==> src/rtl/alu_pkg.sv <==
// Shared opcode constants, FSM encoding and latency helpers for ALU issue control.
package alu_pkg;

  localparam logic [5:0] OpNop  = 6'b000000;
  localparam logic [5:0] OpAdd  = 6'b001000;
  localparam logic [5:0] OpSub  = 6'b001100;
  localparam logic [5:0] OpMul  = 6'b100110;
  localparam logic [5:0] OpMulu = 6'b100111;
  localparam logic [5:0] OpDiv  = 6'b000100;
  localparam logic [5:0] OpDivu = 6'b000101;
  localparam logic [5:0] OpMod  = 6'b000110;
  localparam logic [5:0] OpModu = 6'b000111;

  localparam int unsigned CntW = 16;

  typedef enum logic [1:0] {
    StIdle,
    StExec,
    StResp
  } state_e;

  function automatic logic is_div(input logic [5:0] op);
    return (op == OpDiv) || (op == OpDivu) || (op == OpMod) || (op == OpModu);
  endfunction

  function automatic logic [CntW-1:0] op_latency(input logic [5:0]  op,
                                                 input int unsigned mul_cycles,
                                                 input int unsigned div_cycles);
    if ((op == OpMul) || (op == OpMulu)) return CntW'(mul_cycles);
    if (is_div(op)) return CntW'(div_cycles);
    return CntW'(1);
  endfunction

endpackage

==> src/rtl/rr_arbiter2.sv <==
// Two-master round-robin arbiter: combinational grant, pointer advances on accept.
module rr_arbiter2 (
  input  logic       clk,
  input  logic       rst_n,
  input  logic [1:0] req_i,
  input  logic       accept_i,
  output logic [1:0] gnt_o
);

  // High when requester 1 has priority on a tie.
  logic prio_q;

  always_comb begin
    gnt_o = req_i;
    if (req_i == 2'b11) gnt_o = prio_q ? 2'b10 : 2'b01;
  end

  always_ff @(posedge clk or negedge rst_n) begin
    if (!rst_n) begin
      prio_q <= 1'b0;
    end else if (accept_i && (gnt_o != 2'b00)) begin
      prio_q <= gnt_o[0];
    end
  end

endmodule

==> src/rtl/alu_issue_ctrl.sv <==
// Shares one combinational ALU between two requesters, holding operands for the
// opcode latency and returning results/faults through a valid/ready response.
module alu_issue_ctrl
  import alu_pkg::*;
#(
  parameter int unsigned MUL_CYCLES = 2,
  parameter int unsigned DIV_CYCLES = 8
) (
  input  logic        clk,
  input  logic        rst_n,
  input  logic        req0_valid,
  output logic        req0_ready,
  input  logic [5:0]  req0_op,
  input  logic [31:0] req0_a,
  input  logic [31:0] req0_b,
  input  logic        req1_valid,
  output logic        req1_ready,
  input  logic [5:0]  req1_op,
  input  logic [31:0] req1_a,
  input  logic [31:0] req1_b,
  output logic [31:0] alu_d0,
  output logic [31:0] alu_d1,
  output logic [5:0]  alu_op,
  input  logic [31:0] alu_out,
  input  logic        alu_error,
  output logic        resp_valid,
  input  logic        resp_ready,
  output logic        resp_id,
  output logic [31:0] resp_data,
  output logic        resp_err,
  output logic        err_irq,
  output logic        busy
);

  state_e            state_q;
  logic [CntW-1:0]   cnt_q;
  logic [31:0]       alu_d0_q, alu_d1_q, resp_data_q;
  logic [5:0]        alu_op_q;
  logic              resp_valid_q, resp_id_q, resp_err_q, err_irq_q, dz_q;

  logic [1:0]        gnt;
  logic              accept, sel, fault;
  logic [5:0]        sel_op;
  logic [31:0]       sel_a, sel_b;

  rr_arbiter2 u_arb (
    .clk      (clk),
    .rst_n    (rst_n),
    .req_i    ({req1_valid, req0_valid}),
    .accept_i (accept),
    .gnt_o    (gnt)
  );

  assign accept     = (state_q == StIdle) && (gnt != 2'b00);
  assign req0_ready = (state_q == StIdle) && gnt[0];
  assign req1_ready = (state_q == StIdle) && gnt[1];
  assign sel        = gnt[1];
  assign sel_op     = sel ? req1_op : req0_op;
  assign sel_a      = sel ? req1_a  : req0_a;
  assign sel_b      = sel ? req1_b  : req0_b;
  // Divide-by-zero never reaches the ALU, so its flag is synthesised here.
  assign fault      = dz_q || alu_error;

  always_ff @(posedge clk or negedge rst_n) begin
    if (!rst_n) begin
      state_q      <= StIdle;
      cnt_q        <= '0;
      alu_d0_q     <= '0;
      alu_d1_q     <= '0;
      alu_op_q     <= OpNop;
      resp_valid_q <= 1'b0;
      resp_id_q    <= 1'b0;
      resp_data_q  <= '0;
      resp_err_q   <= 1'b0;
      err_irq_q    <= 1'b0;
      dz_q         <= 1'b0;
    end else begin
      err_irq_q <= 1'b0;
      unique case (state_q)
        StIdle: begin
          if (accept) begin
            resp_id_q <= sel;
            alu_d0_q  <= sel_a;
            alu_d1_q  <= sel_b;
            if (is_div(sel_op) && (sel_b == 32'd0)) begin
              alu_op_q <= OpNop;
              dz_q     <= 1'b1;
              cnt_q    <= '0;
            end else begin
              alu_op_q <= sel_op;
              dz_q     <= 1'b0;
              cnt_q    <= op_latency(sel_op, MUL_CYCLES, DIV_CYCLES) - CntW'(1);
            end
            state_q <= StExec;
          end
        end
        StExec: begin
          if (cnt_q == '0) begin
            resp_valid_q <= 1'b1;
            resp_err_q   <= fault;
            resp_data_q  <= fault ? 32'd0 : alu_out;
            err_irq_q    <= fault;
            alu_op_q     <= OpNop;
            state_q      <= StResp;
          end else begin
            cnt_q <= cnt_q - CntW'(1);
          end
        end
        StResp: begin
          if (resp_ready) begin
            resp_valid_q <= 1'b0;
            state_q      <= StIdle;
          end
        end
        default: state_q <= StIdle;
      endcase
    end
  end

  assign alu_d0     = alu_d0_q;
  assign alu_d1     = alu_d1_q;
  assign alu_op     = alu_op_q;
  assign resp_valid = resp_valid_q;
  assign resp_id    = resp_id_q;
  assign resp_data  = resp_data_q;
  assign resp_err   = resp_err_q;
  assign err_irq    = err_irq_q;
  assign busy       = (state_q != StIdle);

endmodule

==> config.mk <==
export PLATFORM = sky130hd
export DESIGN_NAME = alu_issue_ctrl
export DESIGN_NICKNAME = d
export VERILOG_FILES = /design/src/rtl/alu_pkg.sv /design/src/rtl/rr_arbiter2.sv /design/src/rtl/alu_issue_ctrl.sv
export SDC_FILE = /design/constraint.sdc
export NUM_CORES = 1
export LEC_CHECK = 0
export CAP_MARGIN = 30
export CORE_UTILIZATION = 36
export DETAILED_ROUTE_END_ITERATION = 10
export PLACE_DENSITY = 0.71
export SYNTH_ARGS = -nofsm -noshare
export SYNTH_HDL_FRONTEND = slang
export SYNTH_HIERARCHICAL = 1
export SYNTH_SLANG_ARGS = --single-unit
==> constraint.sdc <==
create_clock -name clk -period 2.54 [get_ports clk]
set_clock_uncertainty 0.15 [all_clocks]
set_input_delay 0.381 -clock clk [delete_from_list [all_inputs] [get_ports clk]]
set_output_delay 0.381 -clock clk [all_outputs]
set_load 0.01 [all_outputs]
# ---- Word level (Yosys, flattened, before mapping)
# Index checks and enable logic that the tools add are counted.
dict set report totals {
  register_bits 126
  in_bits 178
  output_inout_bits 109
  word_cells 90
}
dict set report op_classes {
  addsub 2
  eq_ne 13
  muxes 40
  reduce_logical 23
}
# op n
set op_table {}
lappend op_table {{16-bit 2-to-1 mux} 10}
lappend op_table {{32-bit 2-to-1 mux} 3}
lappend op_table {{32-bit logical NOT} 1}
lappend op_table {{16-bit case mux with 2 select lines} 1}
lappend op_table {{16-bit by 1-bit subtractor with 16-bit output (second input constant)} 2}
lappend op_table {{6-bit by 3-bit equality test with 1-bit output (second input constant)} 4}
lappend op_table {{6-bit 2-to-1 mux} 4}
lappend op_table {{16-bit logical NOT} 1}
lappend op_table {{1-bit 2-to-1 mux} 14}
lappend op_table {{6-bit equality test (second input constant)} 2}
lappend op_table {{6-bit case mux with 2 select lines} 1}
lappend op_table {{3-bit AND reduction} 4}
lappend op_table {{2-bit 2-to-1 mux} 5}
lappend op_table {{2-bit nonzero test} 4}
lappend op_table {{2-bit != test (second input constant)} 3}
lappend op_table {{2-bit case mux with 3 select lines} 1}
lappend op_table {{1-bit logical AND} 5}
lappend op_table {{1-bit logical OR} 5}
lappend op_table {{2-bit equality test (second input constant)} 2}
lappend op_table {{2-bit AND reduction} 2}
lappend op_table {{2-bit by 1-bit equality test with 1-bit output (second input constant)} 1}
lappend op_table {{2-bit logical NOT} 1}
lappend op_table {{2-bit by 1-bit != test with 1-bit output (second input constant)} 1}
lappend op_table {{1-bit case mux with 2 select lines} 1}

# ---- Longest topological paths before layout
# Gate-level depths: netlist of run 1.
dict set report depth {
  ltp_word 24
  depth_mapped 10
  ltp_nobuf 9
}

# ---- Modules after synthesis
# Netlist of run 1, hierarchy kept.
# mod instances cells_each area_per_inst_um2 seq_area_each_um2
set modules_own_cells {}
lappend modules_own_cells {alu_issue_ctrl 1 621 5963.2 3128.0}
lappend modules_own_cells {rr_arbiter2 1 6 55.1 25.0}

# ---- Least setup slack after synthesis of run 1
# OpenSTA, ideal clock, no wires.
dict set report synth_path {
  path_kind {in2reg}
  startpoint {in req1_valid}
  endpoint {reg u_arb.prio_q}
  t_arrival_ns 2.221
  required_time_ns 2.308
  path_slack_ns 0.087
  stages 9
  path_buffers 2
  path_cell_list {a21boi_1 inv_1 nor3_1 nor2_1 clkinv_1 clkbuf_1 clkbuf_1 a21oi_1 a31oi_1}
}
dict set report synth_via {
  elab_chain_cells 5
}
# element line
set synth_rtl {}
lappend synth_rtl {{start, declared} alu_issue_ctrl.sv:16} ;# input logic req1_valid,
lappend synth_rtl {{2-bit equality test} rr_arbiter2.sv:15} ;# if (req_i == 2'b11) gnt_o = prio_q ? 2'b10 : 2'b01;
lappend synth_rtl {{2-bit 2-to-1 mux (*)} rr_arbiter2.sv:15}
lappend synth_rtl {{2-bit nonzero test (*)} alu_issue_ctrl.sv:54} ;# assign accept = (state_q == StIdle) && (gnt != 2'b00);
lappend synth_rtl {{1-bit logical AND (*)} alu_issue_ctrl.sv:54}
lappend synth_rtl {{via accept} alu_issue_ctrl.sv:42} ;# logic accept, sel, fault;
lappend synth_rtl {{1-bit logical AND (*)} rr_arbiter2.sv:21} ;# end else if (accept_i && (gnt_o != 2'b00)) begin
lappend synth_rtl {{end signal, assigned} rr_arbiter2.sv:22} ;# prio_q <= gnt_o[0];
lappend synth_rtl {{end, declared} rr_arbiter2.sv:11} ;# logic prio_q;
# Mark *: on every way through the listed nets, which the timed path passes. The rest lies on a longest branch.
# A chain may end at the register's enable or synchronous reset.

# ---- Worst setup path in the final report of run 1
dict set report layout_path {
  startpoint {reg cnt_q[0]}
  endpoint {reg cnt_q[10]}
}
dict set report layout_via {
  elab_chain_cells 3
  word_cells_on_any_way 6
  cone_classes {add/sub: 1; eq/ne: 1; mux: 2; reduce/logical: 2}
}
# element line
set layout_rtl {}
lappend layout_rtl {{start, declared} alu_issue_ctrl.sv:36} ;# logic [CntW-1:0] cnt_q;
lappend layout_rtl {{start signal, assigned} alu_issue_ctrl.sv:92} ;# cnt_q <= op_latency(sel_op, MUL_CYCLES, DIV_CYCLES) - CntW'(1);
lappend layout_rtl {{start signal, assigned} alu_issue_ctrl.sv:106} ;# cnt_q <= cnt_q - CntW'(1);
lappend layout_rtl {{16-bit by 1-bit subtractor with 16-bit output / 16-bit logical NOT (equally long branches)} {alu_issue_ctrl.sv:106, alu_issue_ctrl.sv:98}}
lappend layout_rtl {{16-bit 2-to-1 mux / 2-bit != test (equally long branches)} -}
lappend layout_rtl {{16-bit case mux with 2 select lines / 3-bit AND reduction (equally long branches)} -}
# Parallel ways exist; a longest one is shown, timed or not. The select of a mux whose other input is x is not followed.

==> results_dict.tcl, run 1 <==
set metrics [dict create \
    cts_tree "yes" \
    grt_pass1_wl_mm 31.3 \
    clk_latency_ns 0.41 \
    seqCellArea_mm2 0.00315 \
    die_w_um 131 \
    crit_chain "inv_2 -> ha_4 -> or3b_4 -> or3_1 -> or3_1 -> or3_1 -> o221ai_2" \
    grt_overflow 0 \
    synth_top_family_by_area "simple AND/OR/NAND/NOR gates" \
    r2r_slack_ns 0.13 \
    drive_above_1_share_pct 9.71 \
    dp_hpwl_mm 14.7 \
    cp_slowest_cell "dfrtp_1" \
    hold_path.class "input port to async pin" \
    ir_drop_mv 0.574 \
    antenna_found_initial 1 \
    tightest_slew_ns 0.715 \
    grt_pass1_vias 5973 \
    slew_headroom_pct 52.4 \
    std_cell_rows 46 \
    syn_inst 627 \
    p_comb_share_pct 41.6 \
    max_freq_mhz 414 \
    n_fill_cell 1402 \
    synth_compound_area_share_pct 14.9 \
    clockBufferDepth 2 \
    wl_per_cell_um 16.8 \
    setup-violations-final 0 \
    drtIter0Drc 242 \
    cts.sinks 126 \
    synth-edff-count 0 \
    ys_seq_area_share_pct 52.4 \
    io_buffers 286 \
    synth-simple-area-share_pct 16.8 \
    io-pin-count 287 \
    power.switching_w 0.00330 \
    synthFlopType "dfrtp_1" \
    syn_avg_cell_area_um2 9.60 \
    drc 0 \
    via_per_inst 4.96 \
    seq_power_share_pct 34.5 \
    drv_cap 0 \
    p_sw_share_pct 33.1 \
    layout.nets 1115 \
    yosys.cell_types.count 52 \
    fin_crit_sh_pct 95.1 \
    power_density_mw_per_mm2 998 \
    finalHoldViolations 0 \
    synth-adder-area-share_pct 0.624 \
    gp_congestion 0.852 \
    grt_max_degree 48 \
    num_vias 5769 \
    initial_utilization_pct 37.3 \
    end_kind "flop" \
    start_kind "flop" \
    ys_ff_latch 126 \
    clk_pin_slew_ns 0.06 \
    layout_min_cycle_time_ns 2.41 \
    power_leakage_nw 4.24 \
    power_frac_clock_pct 23.9 \
    r2r_start "cnt_q[0]" \
    arrival_ns 2.60 \
    status "completed" \
    cts_root_buffer "clkbuf_16" \
    synth_xor_area_share_pct 0.146 \
    cts_buffers 17 \
    regToRegEndpoint "cnt_q[10]" \
    drt_wl_total_mm 19.6 \
    cp_max_fo 4 \
    internal_power_w 0.00668 \
    synth_fp_nets 808 \
    reg2reg_depth 7 \
    ant_nets 0 \
    rsz0062_at_grt "no" \
    yosysWarnings 6 \
    first_pass_iters 4 \
    muxShareOfSynthArea_pct 11.8 \
    syn2layout_area_growth_pct 66.2 \
    cts_setup_buffers 0 \
    yosys.area.top_type "dfrtp_1" \
    die_area_mm2 0.0172 \
    multi_input_area_mm2 0.00271 \
    htree_levels 4 \
    crit_top_cell "or3_1" \
    synth_area_leaders "dfrtp_1 (52%), mux2i_1 (12%), a21oi_1 (6.1%)" \
    synth_common_cells "dfrtp_1 (126), nor2_1 (87), a21oi_1 (73), nand2_1 (73), mux2i_1 (71)" \
    synth_top_area_share_pct 52.4 \
    yosysMostFrequentCell "dfrtp_1" \
    fp.dieH_um 131 \
    slew_violations 0 \
    core_mm2 0.0161 \
    netlist_area_mm2 0.00602 \
    grt_usage_pct 23.3 \
    synthArstFlopShare_pct 100 \
    critical_path_class "flop to flop" \
    fin_setup_tns_ns 0 \
    worst_path_largest_cell_delay_ns 0.39 \
    finalPower_w 0.00998 \
    cp_data_required_time_ns 2.73 \
]
cell type report:
type                            instances  area share (%)
Antenna cell                            1          0.0250
Clock buffer                           18            4.29
Clock inverter                         14            1.44
Inverter                               12           0.475
Multi-Input combinational cell        450            27.1
Sequential cell                       126            31.5
Tap cell                              216            2.70
Timing Repair Buffer                  327            32.5
layer usage:
metal	wire length [um]	share of wire (%)	vias up	GRT usage, %
li1	-	-	2837	-
met5	0	0	-	0
met2	9490	49	239	38.9
met3	1780	9.1	24	9.03
met4	361	1.8	0	8.01
met1	7920	40	2669	27.4
power by group through the flow:
stage | Clock, W | Sequential, W | Combinational, W
floorplan | 0 | 0.00375 | 0.00141
global placement | 0 | 0.00344 | 0.00409
detailed placement | 0 | 0.00344 | 0.00415
CTS | 0.00243 | 0.00344 | 0.00418
global route | 0.00253 | 0.00357 | 0.00452
finish | 0.00238 | 0.00344 | 0.00415
flip-flops by register name (all words and copies together) (netlist names):
signal	flops
alu_d0	32
alu_d1	32
alu_op	6
cnt_q	16
dz_q	1
err_irq	1
resp_data	32
resp_err	1
resp_id	1
resp_valid	1
state_q	2
u_arb/prio_q	1
worst max-delay path by stage:
stage,start,to
after floorplan,req1_valid,u_arb/prio_q
after global placement,req1_valid,cnt_q[7]
after global routing,cnt_q[0],cnt_q[10]
after detailed placement,req1_valid,cnt_q[11]
after CTS,req1_valid,req1_ready
final,cnt_q[0],cnt_q[10]
cells by family after synthesis:
group | Yosys count
AND/OR/NAND/NOR | 221
adder cells (fa/ha/maj) | 3
XOR/XNOR | 1
AO/OA/AOI/OAI | 154
multiplexers | 71
flip-flops | 126
buffers and inverters | 51
placed cells by master (no fill, tap or decap), types with 3 or more instances in the layout:
cell type,synthesis,final
clkdlybuf4s50_1,0,283
dfrtp_1,126,126
nor2_1,87,86
nand2_1,73,73
a21oi_1,73,73
mux2i_1,71,71
o21ai_0,47,46
buf_4,0,34
clkbuf_16,0,17
nor4_1,13,13
inv_1,11,9
nor3_1,9,8
o311ai_0,7,7
o2bb2ai_1,6,6
buf_12,0,6
or4_1,5,5
clkinv_2,0,5
nand2b_1,4,4
clkinv_4,0,4
nand3_1,3,3
nand4_1,3,3
and2_1,3,3
or3_1,3,3
o211ai_1,3,3
a21o_1,3,3
metrics by stage:
step,instance area (um2),setup WS (ns),hold WS [ns],instances,util [%]
floorplan,6020,0.0871,-0.0646,627,-
global placement,9390,-0.296,0.156,1130,58.2
detailed placement,9390,-0.345,0.160,1130,58.2
CTS,9970,0.00699,0.293,1163,61.9
global route,10000,0.00501,0.313,1164,62.0
finish,10000,0.126,0.288,1164,62.0
what timing repair did:
| item | CTS | global route |
|---|---|---|
| setup endpoints to repair | 2 | 11 |
| resized for setup | 3 | 10 |
| endpoints found under the hold margin | 33 | 0 |
| hold buffers | 1 | 0 |
critical path, delay by kind of cell (launching register included):
kind | cells | cell delay [ns]
simple gates | 4 | 1.39
flops | 1 | 0.39
fa+ha+maj | 1 | 0.16
compound gates | 1 | 0.15
buf+inv | 1 | 0.10
(Power assumes the default switching activity.)
==> inputs of run 2 (changes only) <==
CORE_UTILIZATION = 37   (was 36)
PLACE_DENSITY = 0.73   (was 0.71)
==> results_dict.tcl, run 2 (synthesis gave the netlist of run 1 again) <==
set metrics [dict create \
    via_per_inst 4.92 \
    cts.sinks 126 \
    io-pin-count 287 \
    power_leakage_nw 4.22 \
    layout_common_cells "clkdlybuf4s50_1 (284), dfrtp_1 (126), nor2_1 (86)" \
    drtIter0Drc 191 \
    max_freq_mhz 396 \
    gp_congestion 0.835 \
    first_pass_iters 4 \
    fp.dieH_um 130 \
    drt_wl_total_mm 19.2 \
    syn2layout_area_growth_pct 65.9 \
    cts_buffers 17 \
    whs_ns 0.316 \
    hold_path.class "input port to async pin" \
    num_vias 5705 \
    drive_above_1_share_pct 9.00 \
    start_kind "input port" \
    slew_headroom_pct 64.1 \
    layout_commonest_cell "clkdlybuf4s50_1" \
    cp_max_fo 2 \
    grt_usage_pct 23.2 \
    grt_pass1_vias 5602 \
    initial_utilization_pct 37.9 \
    layout_min_cycle_time_ns 2.52 \
    cp_slowest_cell "clkdlybuf4s50_1" \
    rsz0062_at_grt "yes" \
    finalHoldViolations 0 \
    status "completed" \
    cts_tree "yes" \
    worst_path_largest_cell_delay_ns 0.55 \
    reg2reg_depth 7 \
    power_density_mw_per_mm2 998 \
    core_mm2 0.0159 \
    dp_hpwl_mm 14.5 \
    grt_pass1_wl_mm 29.2 \
    wl_per_cell_um 16.6 \
    antenna_found_initial 0 \
    clk_latency_ns 0.41 \
    n_fill_cell 1387 \
    critical_path_class "input port to output port" \
    cts_root_buffer "clkbuf_16" \
    htree_levels 4 \
    grt_max_degree 83 \
    ir_drop_mv 0.534 \
    tightest_slew_ns 0.537 \
    arrival_ns 1.99 \
    die_area_mm2 0.0168 \
    std_cell_rows 46 \
    crit_top_cell "clkdlybuf4s50_1" \
    crit_chain "clkdlybuf4s50_1 -> buf_4 -> a21boi_1 -> nand2_1 -> inv_1 -> clkdlybuf4s50_1" \
    final_core_util_pct 62.8 \
    layout.nets 1113 \
    crit_cells 6 \
    diodes 0 \
    drv_cap 0 \
    drc 0 \
    clockBufferDepth 2 \
    seqCellArea_mm2 0.00315 \
    clk_pin_slew_ns 0.05 \
    end_kind "output port" \
    die_w_um 130 \
    ant_nets 0 \
    fin_crit_sh_pct 99.4 \
    multi_input_area_mm2 0.00271 \
    slew_violations 0 \
    worst-path-buf-inv 4 \
    io_buffers 286 \
    grt_overflow 0 \
    setup-violations-final 0 \
    finalPower_w 0.00997 \
    cpLargestDelayFamily "buffers and inverters" \
    cp_data_required_time_ns 2.01 \
]
## run 2: area by class of cell
class                      instances  area share [%]
timing repair buffer             325            32.3
sequential                       126            31.6
multi-input combinational        450            27.1
clock buffer                      20            4.37
tap                              216            2.71
clock inverter                    11            1.44
inverter                          12           0.476
## run 2: per-stage QoR
step | setup slack [ns] | area [um2] | setup TNS [ns] | instances
global placement | -0.324 | 9350 | -12.84 | 1127
detailed placement | -0.369 | 9350 | -19.24 | 1127
global route | -0.0575 | 9980 | -0.0576 | 1160
CTS | 0.0126 | 9950 | 0 | 1159
floorplan | 0.0871 | 6020 | 0 | 627
finish | 0.0150 | 9980 | 0 | 1160
## run 2: timing repair
| action | 4_1_cts | 5_1_grt |
|---|---|---|
| endpoints found under the hold margin | 39 | 0 |
| resized for setup | 3 | 6 |
| setup endpoints to repair | 2 | 11 |
| hold buffers | 1 | 0 |
| buffers inserted | 0 | 1 |
## run 2: layer usage
layer	up-vias	GRT usage [%]	wire length, um
met1	2638	27.1	7730
met4	0	9.23	478
met2	206	38.4	9330
li1	2831	-	-
met5	-	0	0
met3	30	8.75	1670
## run 2: final timing paths
check                         startpoint            end  slack [ns]
max                           req0_valid     req0_ready        0.02
min                                rst_n      cnt_q[14]        0.32
max reg2reg                     cnt_q[1]      cnt_q[10]        0.09
min reg2reg                resp_data[17]  resp_data[17]        0.32
max in group asynchronous          rst_n     alu_d0[12]        1.29
min in group clk           resp_data[17]  resp_data[17]        0.32
## run 2: worst reg2reg max path, delay by kind of cell, from the launching register on
kind | cells | cell delay [ns]
fa+ha+maj | 1 | 0.17
compound gates | 1 | 0.16
simple gates | 4 | 1.39
flops | 1 | 0.41
buf+inv | 1 | 0.09
## run 2: power breakdown
part / internal, W / switching, W / leakage, nW / total [W]
combinational: 0.00233 / 0.00179 / 2.54 / 0.00412
sequential: 0.00289 / 0.000542 / 1.40 / 0.00344
clock: 0.00153 / 0.000880 / 0.284 / 0.00241
total: 0.00675 / 0.00321 / 4.22 / 0.00997
